`config.mk`:
```
export PLATFORM = sky130hd
export DESIGN_NAME = iir_sos_tdm
export DESIGN_NICKNAME = d
export VERILOG_FILES = /design/src/rtl/iir_tdm_pkg.sv /design/src/rtl/iir_tdm_mac.sv /design/src/rtl/iir_sos_tdm.sv
export SDC_FILE = /design/constraint.sdc
export NUM_CORES = 2
export LEC_CHECK = 0
export BUFFER_PORTS_ARGS = -buffer_cell sky130_fd_sc_hd__buf_2
export CORE_MARGIN = 8
export CORE_UTILIZATION = 60
export DETAILED_ROUTE_END_ITERATION = 10
export PLACE_DENSITY = 0.83
export SETUP_SLACK_MARGIN = 0.15
export SYNTH_ARGS = -nofsm -noshare
export SYNTH_HDL_FRONTEND = slang
export SYNTH_HIERARCHICAL = 1
export SYNTH_SLANG_ARGS = --single-unit
```
`constraint.sdc`:
```
create_clock -name clk -period 35.3 [get_ports clk]
set_input_delay 5.295 -clock clk [delete_from_list [all_inputs] [get_ports clk]]
set_output_delay 5.295 -clock clk [all_outputs]
set_load 0.005 [all_outputs]
```
`src/rtl/iir_tdm_pkg.sv`:
```
// Shared types, coefficient indices and fixed-point helpers for the
// time-multiplexed biquad cascade.
package iir_tdm_pkg;

  typedef enum logic [2:0] {
    IDLE = 3'd0,
    FB1  = 3'd1,
    FB2  = 3'd2,
    W0   = 3'd3,
    FF0  = 3'd4,
    FF1  = 3'd5,
    FF2  = 3'd6
  } state_t;

  typedef enum logic [1:0] {
    MAC_HOLD = 2'd0,
    MAC_CLR  = 2'd1,
    MAC_ADD  = 2'd2,
    MAC_SUB  = 2'd3
  } mac_op_t;

  typedef enum logic [1:0] {
    D_W0 = 2'd0,
    D_W1 = 2'd1,
    D_W2 = 2'd2
  } dsel_t;

  // Coefficient order inside one section's 5-entry block.
  localparam logic [2:0] K_B0 = 3'd0;
  localparam logic [2:0] K_B1 = 3'd1;
  localparam logic [2:0] K_B2 = 3'd2;
  localparam logic [2:0] K_A1 = 3'd3;
  localparam logic [2:0] K_A2 = 3'd4;

  // Power-up coefficient: unity b0, everything else zero, so each section is a wire.
  function automatic logic [63:0] reset_coef(input logic [2:0] k, input int unsigned frac);
    if (k == K_B0) begin
      reset_coef = 64'd1 << frac;
    end else begin
      reset_coef = 64'd0;
    end
  endfunction

  // Round half-up at the binary point, then clamp to a signed out_w-bit range.
  function automatic logic signed [63:0] round_sat(input logic signed [63:0] acc,
                                                   input int unsigned frac,
                                                   input int unsigned out_w,
                                                   output logic clamped);
    logic signed [63:0] r;
    logic signed [63:0] hi;
    logic signed [63:0] lo;
    r  = (acc + (64'sd1 <<< (frac - 32'd1))) >>> frac;
    hi = (64'sd1 <<< (out_w - 32'd1)) - 64'sd1;
    lo = -(64'sd1 <<< (out_w - 32'd1));
    if (r > hi) begin
      round_sat = hi;
      clamped   = 1'b1;
    end else if (r < lo) begin
      round_sat = lo;
      clamped   = 1'b1;
    end else begin
      round_sat = r;
      clamped   = 1'b0;
    end
  endfunction

endpackage

```
`src/rtl/iir_tdm_mac.sv`:
```
// Single shared multiplier with accumulator (hold/clear/add/subtract) and a
// round/saturate stage on the value being written into the accumulator.
module iir_tdm_mac
  import iir_tdm_pkg::*;
#(
  parameter int DATA_W    = 24,
  parameter int COEF_W    = 24,
  parameter int COEF_FRAC = 22,
  parameter int ACC_W     = DATA_W + COEF_W + 4
) (
  input  logic                     clk,
  input  logic                     rst_n,
  input  mac_op_t                  op,
  input  logic                     preload,
  input  logic signed [ACC_W-1:0]  bias,
  input  logic signed [COEF_W-1:0] coef,
  input  logic signed [DATA_W-1:0] data,
  output logic signed [DATA_W-1:0] result,
  output logic                     clamped
);

  localparam int PROD_W = COEF_W + DATA_W;

  logic signed [PROD_W-1:0] prod_s;
  logic signed [ACC_W-1:0]  prod_ext_s;
  logic signed [ACC_W-1:0]  base_s;
  logic signed [ACC_W-1:0]  acc_next_s;
  logic signed [ACC_W-1:0]  acc_r;

  // Multiply, pick the accumulation base and form the next accumulator value.
  always_comb begin
    prod_s     = coef * data;
    prod_ext_s = {{(ACC_W-PROD_W){prod_s[PROD_W-1]}}, prod_s};
    base_s     = preload ? bias : acc_r;
    case (op)
      MAC_CLR: acc_next_s = '0;
      MAC_ADD: acc_next_s = base_s + prod_ext_s;
      MAC_SUB: acc_next_s = base_s - prod_ext_s;
      default: acc_next_s = acc_r;
    endcase
  end

  // Round and saturate whatever is being written this cycle.
  always_comb begin
    clamped = 1'b0;
    result  = DATA_W'(round_sat({{(64-ACC_W){acc_next_s[ACC_W-1]}}, acc_next_s},
                                COEF_FRAC, DATA_W, clamped));
  end

  // Accumulator register.
  always_ff @(posedge clk or negedge rst_n) begin
    if (!rst_n) begin
      acc_r <= '0;
    end else begin
      acc_r <= acc_next_s;
    end
  end

endmodule

```
`src/rtl/iir_sos_tdm.sv`:
```
// Cascade of N_SOS direct-form-II biquads sharing one multiplier; six cycles
// per section. Define IIR_TRACE_EN to add trace_sec/trace_w0/trace_valid.
module iir_sos_tdm
  import iir_tdm_pkg::*;
#(
  parameter int DATA_W    = 24,
  parameter int COEF_W    = 24,
  parameter int COEF_FRAC = 22,
  parameter int N_SOS     = 4,
  parameter int ACC_W     = DATA_W + COEF_W + 4
) (
  input  logic                               clk,
  input  logic                               rst_n,
  input  logic [DATA_W-1:0]                  data_in,
  input  logic                               data_valid_in,
  output logic                               data_ready_out,
  output logic [DATA_W-1:0]                  data_out,
  output logic                               data_valid_out,
  output logic                               ovf_out,
  input  logic                               coef_we,
  input  logic [$clog2(32'd5*N_SOS)-1:0]     coef_addr,
  input  logic [COEF_W-1:0]                  coef_wdata,
  output logic                               coef_drop,
  input  logic                               state_clr
`ifdef IIR_TRACE_EN
  ,
  output logic [3:0]                         trace_sec,
  output logic [DATA_W-1:0]                  trace_w0,
  output logic                               trace_valid
`endif
);

  localparam int CA_W  = $clog2(32'd5 * N_SOS);
  localparam int SEC_W = (N_SOS > 1) ? $clog2(N_SOS) : 1;

  state_t                   state_r, state_n_s;
  mac_op_t                  mac_op_s;
  logic                     preload_s;
  logic signed [ACC_W-1:0]  bias_s;
  logic [2:0]               k_sel_s;
  dsel_t                    dsel_s;
  logic signed [COEF_W-1:0] coef_s;
  logic signed [DATA_W-1:0] opnd_s;
  logic signed [DATA_W-1:0] mac_y_s;
  logic                     mac_sat_s;

  logic [SEC_W-1:0]         sec_r;
  logic signed [DATA_W-1:0] x_r, w0_r;
  logic signed [DATA_W-1:0] w1_r [N_SOS];
  logic signed [DATA_W-1:0] w2_r [N_SOS];
  logic signed [COEF_W-1:0] coef_r [N_SOS][5];
  logic                     ovf_acc_r;
  logic                     idle_s, accept_s, last_s;

  assign idle_s         = (state_r == IDLE);
  assign accept_s       = idle_s && data_valid_in && !state_clr;
  assign last_s         = (sec_r == SEC_W'(N_SOS - 32'sd1));
  assign data_ready_out = idle_s;

  // FSM state register.
  always_ff @(posedge clk or negedge rst_n) begin
    if (!rst_n) begin
      state_r <= IDLE;
    end else begin
      state_r <= state_n_s;
    end
  end

  // Next state plus MAC opcode and operand selection for each step.
  always_comb begin
    state_n_s = state_r;
    mac_op_s  = MAC_HOLD;
    preload_s = 1'b0;
    bias_s    = '0;
    k_sel_s   = K_B0;
    dsel_s    = D_W0;
    if (state_clr) begin
      state_n_s = IDLE;
      mac_op_s  = MAC_CLR;
    end else begin
      case (state_r)
        IDLE: begin
          if (accept_s) state_n_s = FB1;
          else          state_n_s = IDLE;
        end
        FB1: begin
          mac_op_s  = MAC_SUB;
          preload_s = 1'b1;
          bias_s    = {{(ACC_W-DATA_W-COEF_FRAC){x_r[DATA_W-1]}}, x_r, {COEF_FRAC{1'b0}}};
          k_sel_s   = K_A1;
          dsel_s    = D_W1;
          state_n_s = FB2;
        end
        FB2: begin
          mac_op_s  = MAC_SUB;
          k_sel_s   = K_A2;
          dsel_s    = D_W2;
          state_n_s = W0;
        end
        W0: state_n_s = FF0;
        FF0: begin
          mac_op_s  = MAC_ADD;
          preload_s = 1'b1;
          k_sel_s   = K_B0;
          dsel_s    = D_W0;
          state_n_s = FF1;
        end
        FF1: begin
          mac_op_s  = MAC_ADD;
          k_sel_s   = K_B1;
          dsel_s    = D_W1;
          state_n_s = FF2;
        end
        FF2: begin
          mac_op_s  = MAC_ADD;
          k_sel_s   = K_B2;
          dsel_s    = D_W2;
          if (last_s) state_n_s = IDLE;
          else        state_n_s = FB1;
        end
        default: state_n_s = IDLE;
      endcase
    end
  end

  // Route the current section's coefficient and state word to the multiplier.
  always_comb begin
    coef_s = coef_r[sec_r][k_sel_s];
    case (dsel_s)
      D_W1:    opnd_s = w1_r[sec_r];
      D_W2:    opnd_s = w2_r[sec_r];
      default: opnd_s = w0_r;
    endcase
  end

  iir_tdm_mac #(
    .DATA_W    (DATA_W),
    .COEF_W    (COEF_W),
    .COEF_FRAC (COEF_FRAC),
    .ACC_W     (ACC_W)
  ) u_mac (
    .clk     (clk),
    .rst_n   (rst_n),
    .op      (mac_op_s),
    .preload (preload_s),
    .bias    (bias_s),
    .coef    (coef_s),
    .data    (opnd_s),
    .result  (mac_y_s),
    .clamped (mac_sat_s)
  );

  // Section state, cascade carry and registered outputs.
  always_ff @(posedge clk or negedge rst_n) begin
    if (!rst_n) begin
      sec_r          <= '0;
      x_r            <= '0;
      w0_r           <= '0;
      ovf_acc_r      <= 1'b0;
      data_out       <= '0;
      data_valid_out <= 1'b0;
      ovf_out        <= 1'b0;
      for (int s = 0; s < N_SOS; s++) begin
        w1_r[s] <= '0;
        w2_r[s] <= '0;
      end
    end else if (state_clr) begin
      sec_r          <= '0;
      x_r            <= '0;
      w0_r           <= '0;
      ovf_acc_r      <= 1'b0;
      data_valid_out <= 1'b0;
      for (int s = 0; s < N_SOS; s++) begin
        w1_r[s] <= '0;
        w2_r[s] <= '0;
      end
    end else begin
      data_valid_out <= 1'b0;
      case (state_r)
        IDLE: begin
          if (accept_s) begin
            x_r       <= data_in;
            sec_r     <= '0;
            ovf_acc_r <= 1'b0;
          end
        end
        W0: begin
          w0_r      <= mac_y_s;
          ovf_acc_r <= ovf_acc_r | mac_sat_s;
        end
        FF2: begin
          w2_r[sec_r] <= w1_r[sec_r];
          w1_r[sec_r] <= w0_r;
          x_r         <= mac_y_s;
          ovf_acc_r   <= ovf_acc_r | mac_sat_s;
          if (last_s) begin
            data_out       <= mac_y_s;
            ovf_out        <= ovf_acc_r | mac_sat_s;
            data_valid_out <= 1'b1;
          end else begin
            sec_r <= sec_r + SEC_W'(32'd1);
          end
        end
        default: ;
      endcase
    end
  end

  // Coefficient file: writes land only while idle and not accepting a sample.
  always_ff @(posedge clk or negedge rst_n) begin
    if (!rst_n) begin
      coef_drop <= 1'b0;
      for (int s = 0; s < N_SOS; s++) begin
        for (int k = 0; k < 5; k++) begin
          coef_r[s][k] <= COEF_W'(reset_coef(3'(k), COEF_FRAC));
        end
      end
    end else begin
      coef_drop <= 1'b0;
      if (coef_we) begin
        if (idle_s && !accept_s) begin
          for (int s = 0; s < N_SOS; s++) begin
            for (int k = 0; k < 5; k++) begin
              if (coef_addr == CA_W'(32'sd5 * s + k)) begin
                coef_r[s][k] <= coef_wdata;
              end
            end
          end
        end else begin
          coef_drop <= 1'b1;
        end
      end
    end
  end

`ifdef IIR_TRACE_EN
  // Expose each section's freshly computed w0 for capture.
  always_ff @(posedge clk or negedge rst_n) begin
    if (!rst_n) begin
      trace_sec   <= 4'd0;
      trace_w0    <= '0;
      trace_valid <= 1'b0;
    end else begin
      trace_valid <= (state_r == W0) && !state_clr;
      trace_sec   <= 4'(sec_r);
      if ((state_r == W0) && !state_clr) begin
        trace_w0 <= mac_y_s;
      end
    end
  end
`endif

endmodule

```
## Word level (Yosys, flattened, before mapping)

Cells that the tools add are included.

| operators by class | value |
|---|---|
| reductions and logical operators | 42 |
| $lt $le $gt $ge | 5 |
| add/sub/neg operators | 4 |
| mux-type cells | 58 |
| multipliers | 1 |
| bitwise operators | 4 |
| equality and inequality tests | 33 |

Operators by type and width:

| cell | count |
|---|---|
| 96-bit 2-to-1 mux | 4 |
| 24-bit 2-to-1 mux | 13 |
| 120-bit binary-select mux with 2-bit select | 1 |
| 120-bit 2-to-1 mux | 2 |
| 96-bit bitwise mux | 2 |
| 52-bit 2-to-1 mux | 3 |
| 52-bit one-hot mux with 3 select lines | 1 |
| 24-bit binary-select mux with 2-bit select | 2 |
| 24-bit one-hot mux with 2 select lines | 2 |
| 24-bit binary-select mux with 3-bit select | 1 |
| 3-bit AND reduction | 22 |
| 52-bit by 23-bit adder with 53-bit output (second input constant) | 1 |
| 52-bit by 48-bit adder with 52-bit output | 1 |
| 52-bit by 48-bit subtractor with 52-bit output | 1 |
| 24-bit demux with 2-bit select | 1 |
| 24-bit by 24-bit multiplier with 48-bit output | 1 |
| 5-bit by 4-bit == test with 1-bit output (second input constant) | 8 |
| 31-bit by 24-bit > comparator with 1-bit output (second input constant) | 1 |
| 31-bit by 24-bit less-than comparator with 1-bit output (second input constant) | 1 |
| 3-bit one-hot mux with 7 select lines | 1 |
| 5-bit by 3-bit == test with 1-bit output (second input constant) | 4 |
| 5-bit == test (second input constant) | 4 |
| 1-bit 2-to-1 mux | 13 |
| 2-bit one-hot mux with 2 select lines | 3 |
| 30 further kinds | 54 |

| word-level totals | value |
|---|---|
| word-level logic and storage cells | 185 |
| flip-flop bits (word level) | 805 |
| output and inout port bits | 28 |

## Longest topological paths before layout

| depth | value |
|---|---|
| depth in word-level cells | 17 |
| mapped depth | 58 |

## Cells and area by module

Netlist, hierarchy kept.

By module, submodules not included:

| module | cells an instance | times used | sequential area each (µm²) | area an instance (µm²) |
|---|---|---|---|---|
| iir_sos_tdm | 2,274 | 1 | 18,848.1 | 33,686.1 |
| iir_tdm_mac | 3,492 | 1 | 1,301.2 | 29,930.0 |

## Worst setup path before layout

OpenSTA, ideal clock, no wires.

| path | value |
|---|---|
| kind | input to register |
| start | input port state_clr |
| end | register data_out[10] |
| setup slack | 17,584 ps |
| required time | 35,175 ps |
| buffers on the path | 7 |
| setup time | 125 ps |
| stages on the path | 51 |
| arrival time | 17,591 ps |
| cell sequence | buf_2 -> nand2b_1 -> nor2_1 -> inv_2 -> buf_2 -> ha_1 -> clkbuf_1 -> a22oi_1 -> o21ai_0 -> clkbuf_1 -> nand2_1 -> fa_1 -> fa_1 -> fa_1 -> fa_1 -> inv_1 -> fa_1 -> fa_1 -> (+15 left out) -> xor2_1 -> ha_1 -> clkbuf_1 -> nand4_1 -> nor3_1 -> inv_1 -> a211oi_1 -> o41a_1 -> or3_1 -> a32o_1 -> nand4_1 -> nor4_2 -> nand3_1 -> mux2i_1 -> a41o_4 -> buf_6 -> o211ai_2 -> mux2_2 |

| on the way | value |
|---|---|
| elaborated cells between the ends (all ways) | 27 |

RTL lines:

| element | RTL line | text |
|---|---|---|
| start: declaration | iir_sos_tdm.sv:24 | `input logic state_clr` |
| 2-bit 2-to-1 mux (*) | iir_sos_tdm.sv:77 | `if (state_clr) begin` |
| 2-bit == test or 2-bit by 1-bit == test with 1-bit output (tied branches) | iir_sos_tdm.sv:129 | `case (dsel_s)` |
| 24-bit one-hot mux with 2 select lines (*) | iir_sos_tdm.sv:129 |  |
| named net opnd_s[3] | iir_sos_tdm.sv:43 | `logic signed [DATA_W-1:0] opnd_s;` |
| 24-bit by 24-bit multiplier with 48-bit output (*) | iir_tdm_mac.sv:32 | `prod_s = coef * data;` |
| 52-bit by 48-bit subtractor with 52-bit output or 52-bit by 48-bit adder with 52-bit output (tied branches) | iir_tdm_mac.sv:38, iir_tdm_mac.sv:37 |  |
| 52-bit one-hot mux with 3 select lines (*) | iir_tdm_mac.sv:35 | `case (op)` |
| named net u_mac.acc_next_s[40] | iir_tdm_mac.sv:27 | `logic signed [ACC_W-1:0] acc_next_s;` |
| 52-bit by 23-bit adder with 53-bit output (*) | iir_tdm_pkg.sv:52 | `r = (acc + (64'sd1 <<< (frac - 32'd1))) >>> frac;` |
| 31-bit by 24-bit less-than comparator with 1-bit output | iir_tdm_pkg.sv:58 | `end else if (r < lo) begin` |
| 24-bit 2-to-1 mux | iir_tdm_pkg.sv:58 |  |
| 24-bit 2-to-1 mux (*) | iir_tdm_pkg.sv:55 | `if (r > hi) begin` |
| named net mac_y_s[10] | iir_sos_tdm.sv:44 | `logic signed [DATA_W-1:0] mac_y_s;` |
| end signal: assignment | iir_sos_tdm.sv:197 | `data_out <= mac_y_s;` |
| end: declaration | iir_sos_tdm.sv:17 | `output logic [DATA_W-1:0] data_out,` |

The timed path passes the listed nets; every way through them passes the cells marked *. The select of a mux whose other input is x is not followed.
A chain may end at the register's enable or synchronous reset.

## Final worst setup path

| path | value |
|---|---|
| start | input port state_clr |
| end | register x_r[16] |

| on the way | value |
|---|---|
| elaborated cells between the ends (all ways) | 32 |

RTL lines:

| element | RTL line | text |
|---|---|---|
| 2-bit 2-to-1 mux (*) | iir_sos_tdm.sv:77 |  |
| 2-bit == test or 2-bit by 1-bit == test with 1-bit output (tied branches) | iir_sos_tdm.sv:129 |  |
| 24-bit one-hot mux with 2 select lines (*) | iir_sos_tdm.sv:129 |  |
| named net opnd_s[6] | iir_sos_tdm.sv:43 |  |
| 24-bit by 24-bit multiplier with 48-bit output (*) | iir_tdm_mac.sv:32 |  |
| 52-bit by 48-bit subtractor with 52-bit output or 52-bit by 48-bit adder with 52-bit output (tied branches) | iir_tdm_mac.sv:38, iir_tdm_mac.sv:37 |  |
| 52-bit one-hot mux with 3 select lines (*) | iir_tdm_mac.sv:35 |  |
| 52-bit by 23-bit adder with 53-bit output (*) | iir_tdm_pkg.sv:52 |  |
| 31-bit by 24-bit less-than comparator with 1-bit output | iir_tdm_pkg.sv:58 |  |
| 24-bit 2-to-1 mux | iir_tdm_pkg.sv:58 |  |
| 24-bit 2-to-1 mux (*) | iir_tdm_pkg.sv:55 |  |
| named net mac_y_s[16] | iir_sos_tdm.sv:44 |  |
| 24-bit one-hot mux with 2 select lines (*) | iir_sos_tdm.sv:179 | `case (state_r)` |
| 24-bit 2-to-1 mux (*) | iir_sos_tdm.sv:167 | `end else if (state_clr) begin` |
| end signal: assignment | iir_sos_tdm.sv:182 | `x_r <= data_in;` |
| end signal: assignment | iir_sos_tdm.sv:194 | `x_r <= mac_y_s;` |
| end: declaration | iir_sos_tdm.sv:48 | `logic signed [DATA_W-1:0] x_r, w0_r;` |

Marked as above.

==> reports/results.ini <==
[routing]
drc = 0
antenna_left = 0
dr.pass1.iters = 7
num_vias = 45300
viasPerCell = 6.38
routedWlPerCell_um = 23.6
wirelength_um = 168000
drt_iter0_drc = 4090

[setup_path]
crit_required_ns = 35.87
start_kind = input pin
r2r_slack_ns = 18.95
endpoint_kind = register
cp_top_family = compound AO/OA/AOI/OAI gates
startpoint = state_clr
max_stage_delay_ns = 0.91
path_max_fanout = 26
reg2reg_depth = 46
worst-setup-path-type = input pin to register
worst_path_most_repeated_cell = fa_1
path_buf_inv = 8
arrival_ns = 20.31
r2r_end = x_r[16]
slowest_stage = o21ai_2
crit_end = x_r[16]
worstSetupPathDepth = 49
r2r-start = sec_r[1]

[logic_synthesis]
syn_area_per_cell_um2 = 11.0
netlist_instances = 5766
synth-seq-cells = 805
ys_seq_area_frac = 0.317
synthAdderAreaFrac = 0.229
synth-compound-area-share = 0.0980
synthSimpleGateAreaFrac = 0.105
synthArstFlopShare = 1.00
synth-xor-area-share = 0.0188
ys_types = 108
yosys-mux-area-fraction = 0.167
syn_area_um2 = 63600
yosys_most_used_dff = dfrtp_1
ys_warn_count = 6
synth_top_family_by_area = adder cells
synth-edff-count = 0

[sta]
setup_violations = 0
rsz0062_at_grt = no
worst_clock_skew_ns = 0.0790
post-route-period-util = 0.559
slew_violations = 0
hold_violations = 0
min_period_ns = 19.74
max_freq_ghz = 0.0506
setup_ws_ns = 15.56
setup_tns_ns = 0
tightest_slew_ns = 1.33
relSlewSlack = 0.113

[clock_network]
htreeDepth = 3
clkSinkCount = 805
cts_buffer_depth = 3
cts_setup_buffers = 0
root_buffer = clkbuf_16
path_clk_slew_ns = 0.06
postCtsHoldBufs = 0
cts_buffers = 84
worstSkewPairLatency_ns = 0.70
cts_repair_resize_count = 0
cts_tree = done

[floorplan]
ios = 86
start_util = 0.604
dieHeight_um = 342
die_area_um2 = 117000
coreArea_um2 = 105000
fp-row-count = 119
fp.dieW_um = 342

[final_layout]
seq_area_um2 = 20200
layout.nets = 6504
n_fill_cell = 7614
fin_cells = 7105
multi_input_area_um2 = 39900
syn_to_final_growth_pct = 6.92
drive_gt1_frac = 0.206

[global_routing]
gr-usage-all-layers = 0.289
grt_pass1_wl_um = 271000
antenna_found_initial = 7
grt_overflow_total = 0
grt_max_degree = 174
grt_pass1_vias = 48800

[placed_design]
dp.cells = 6950
place_congestion = 0.955
place_ws_ns = 15.21
post-dp-hpwl_um = 116000
portBuffers = 85

[job]
max_cap_violations = 0

[status]
status = finished, final reports clean

[min_path]
hold_start = x_r[20]
min_path_type = register to register

[power]
power.density_nw_per_um2 = 70.3
irDropWorstVdd_uv = 94.8
leakagePower_uw = 0.0323

==> power breakdown <==
group	switching, µW	total, µW	internal [µW]
Clock	388	904	516
Sequential	70.3	1110	1040
Combinational	1770	2770	1000
==> cell families after synthesis <==
family / Yosys count
adder cells (fa/ha/maj): 801
other: 1
multiplexers: 784
AND/OR/NAND/NOR: 1348
flip-flops: 805
XOR/XNOR: 136
AO/OA/AOI/OAI: 863
buffers and inverters: 1028
==> area by class of cell <==
cell class | instances | area share
antenna | 3 | 0.000110
clock buffer | 122 | 0.0355
clock inverter | 30 | 0.00563
inverter | 633 | 0.0349
multi-input combinational | 3954 | 0.586
sequential | 805 | 0.296
tap | 1391 | 0.0256
timing repair buffer | 167 | 0.0158
==> metrics by stage <==
step                      area [µm²]   util  hold slack, ns  power [µW]
final                          68000  0.646           0.468        4780
after global placement         65200  0.619           0.453        3760
after global routing           68000  0.646           0.486        5070
after detailed placement       65200  0.619           0.458        3810
after floorplan                63700      -           0.440        3100
after CTS                      68000  0.646           0.471        4740
==> state kept, by name, summed over array words and instances (netlist names) <==
| name | count |
|---|---|
| state_r | 3 |
| sec_r | 2 |
| data_out | 24 |
| data_valid_out | 1 |
| coef_drop | 1 |
| w1_r | 96 |
| ovf_acc_r | 1 |
| coef_r | 480 |
| x_r | 24 |
| w0_r | 24 |
| w2_r | 96 |
| u_mac/acc_r | 52 |
| ovf_out | 1 |
==> cell usage in the layout (no fill, tap or decap), types with 164 or more instances in the layout <==
cell type  instances
dfrtp_1          799
mux4_2           168
mux2_2           556
a22o_1           196
and2_1           324
nand2_1          553
inv_1            630
fa_1             608
a21oi_1          164
ha_1             192
==> worst min-delay path: stages, from the launching register on <==
cell	delay (ns)
dfrtp_1	0.33
nand2_1	0.05
o31ai_1	0.05
==> layer usage <==
| metal | vias to the layer above | wire length (µm) | global-route usage |
|---|---|---|---|
| met3 | 572 | 13400 | 0.0538 |
| met2 | 2091 | 81400 | 0.473 |
| li1 | 19300 | - | - |
| met4 | 4 | 7710 | 0.127 |
| met1 | 23400 | 65400 | 0.378 |
| met5 | - | 29 | 0 |
==> worst min-delay path by stage <==
stage | to | depth (start not counted)
after floorplan | x_r[0] | 2
after global placement | x_r[20] | 2
after detailed placement | x_r[16] | 2
after CTS | x_r[16] | 2
after global routing | x_r[16] | 2
final | x_r[20] | 2
==> synthesized netlist by cell type (25+ instances only) <==
master	count	area (µm²)
a22o_1	196	1720
o22ai_1	26	163
a21oi_1	168	841
and3_1	26	163
mux2_2	556	6260
mux2i_1	60	601
o21ai_0	138	691
a211oi_1	45	338
buf_1	40	150
dfrtp_1	801	20000
xor2_1	55	482
a22oi_1	29	218
o31ai_1	36	270
nor3_1	47	235
fa_1	608	12200
nand2_1	553	2080
a21o_1	25	188
inv_1	630	2360
nand4_1	35	219
buf_2	56	280
nand3_1	49	245
clkbuf_1	260	976
ha_1	193	2410
and2_1	324	2030
mux4_2	168	3780
buf_4	32	240
nor2_1	163	612
xnor2_1	80	701
(Power assumes the default switching activity.)
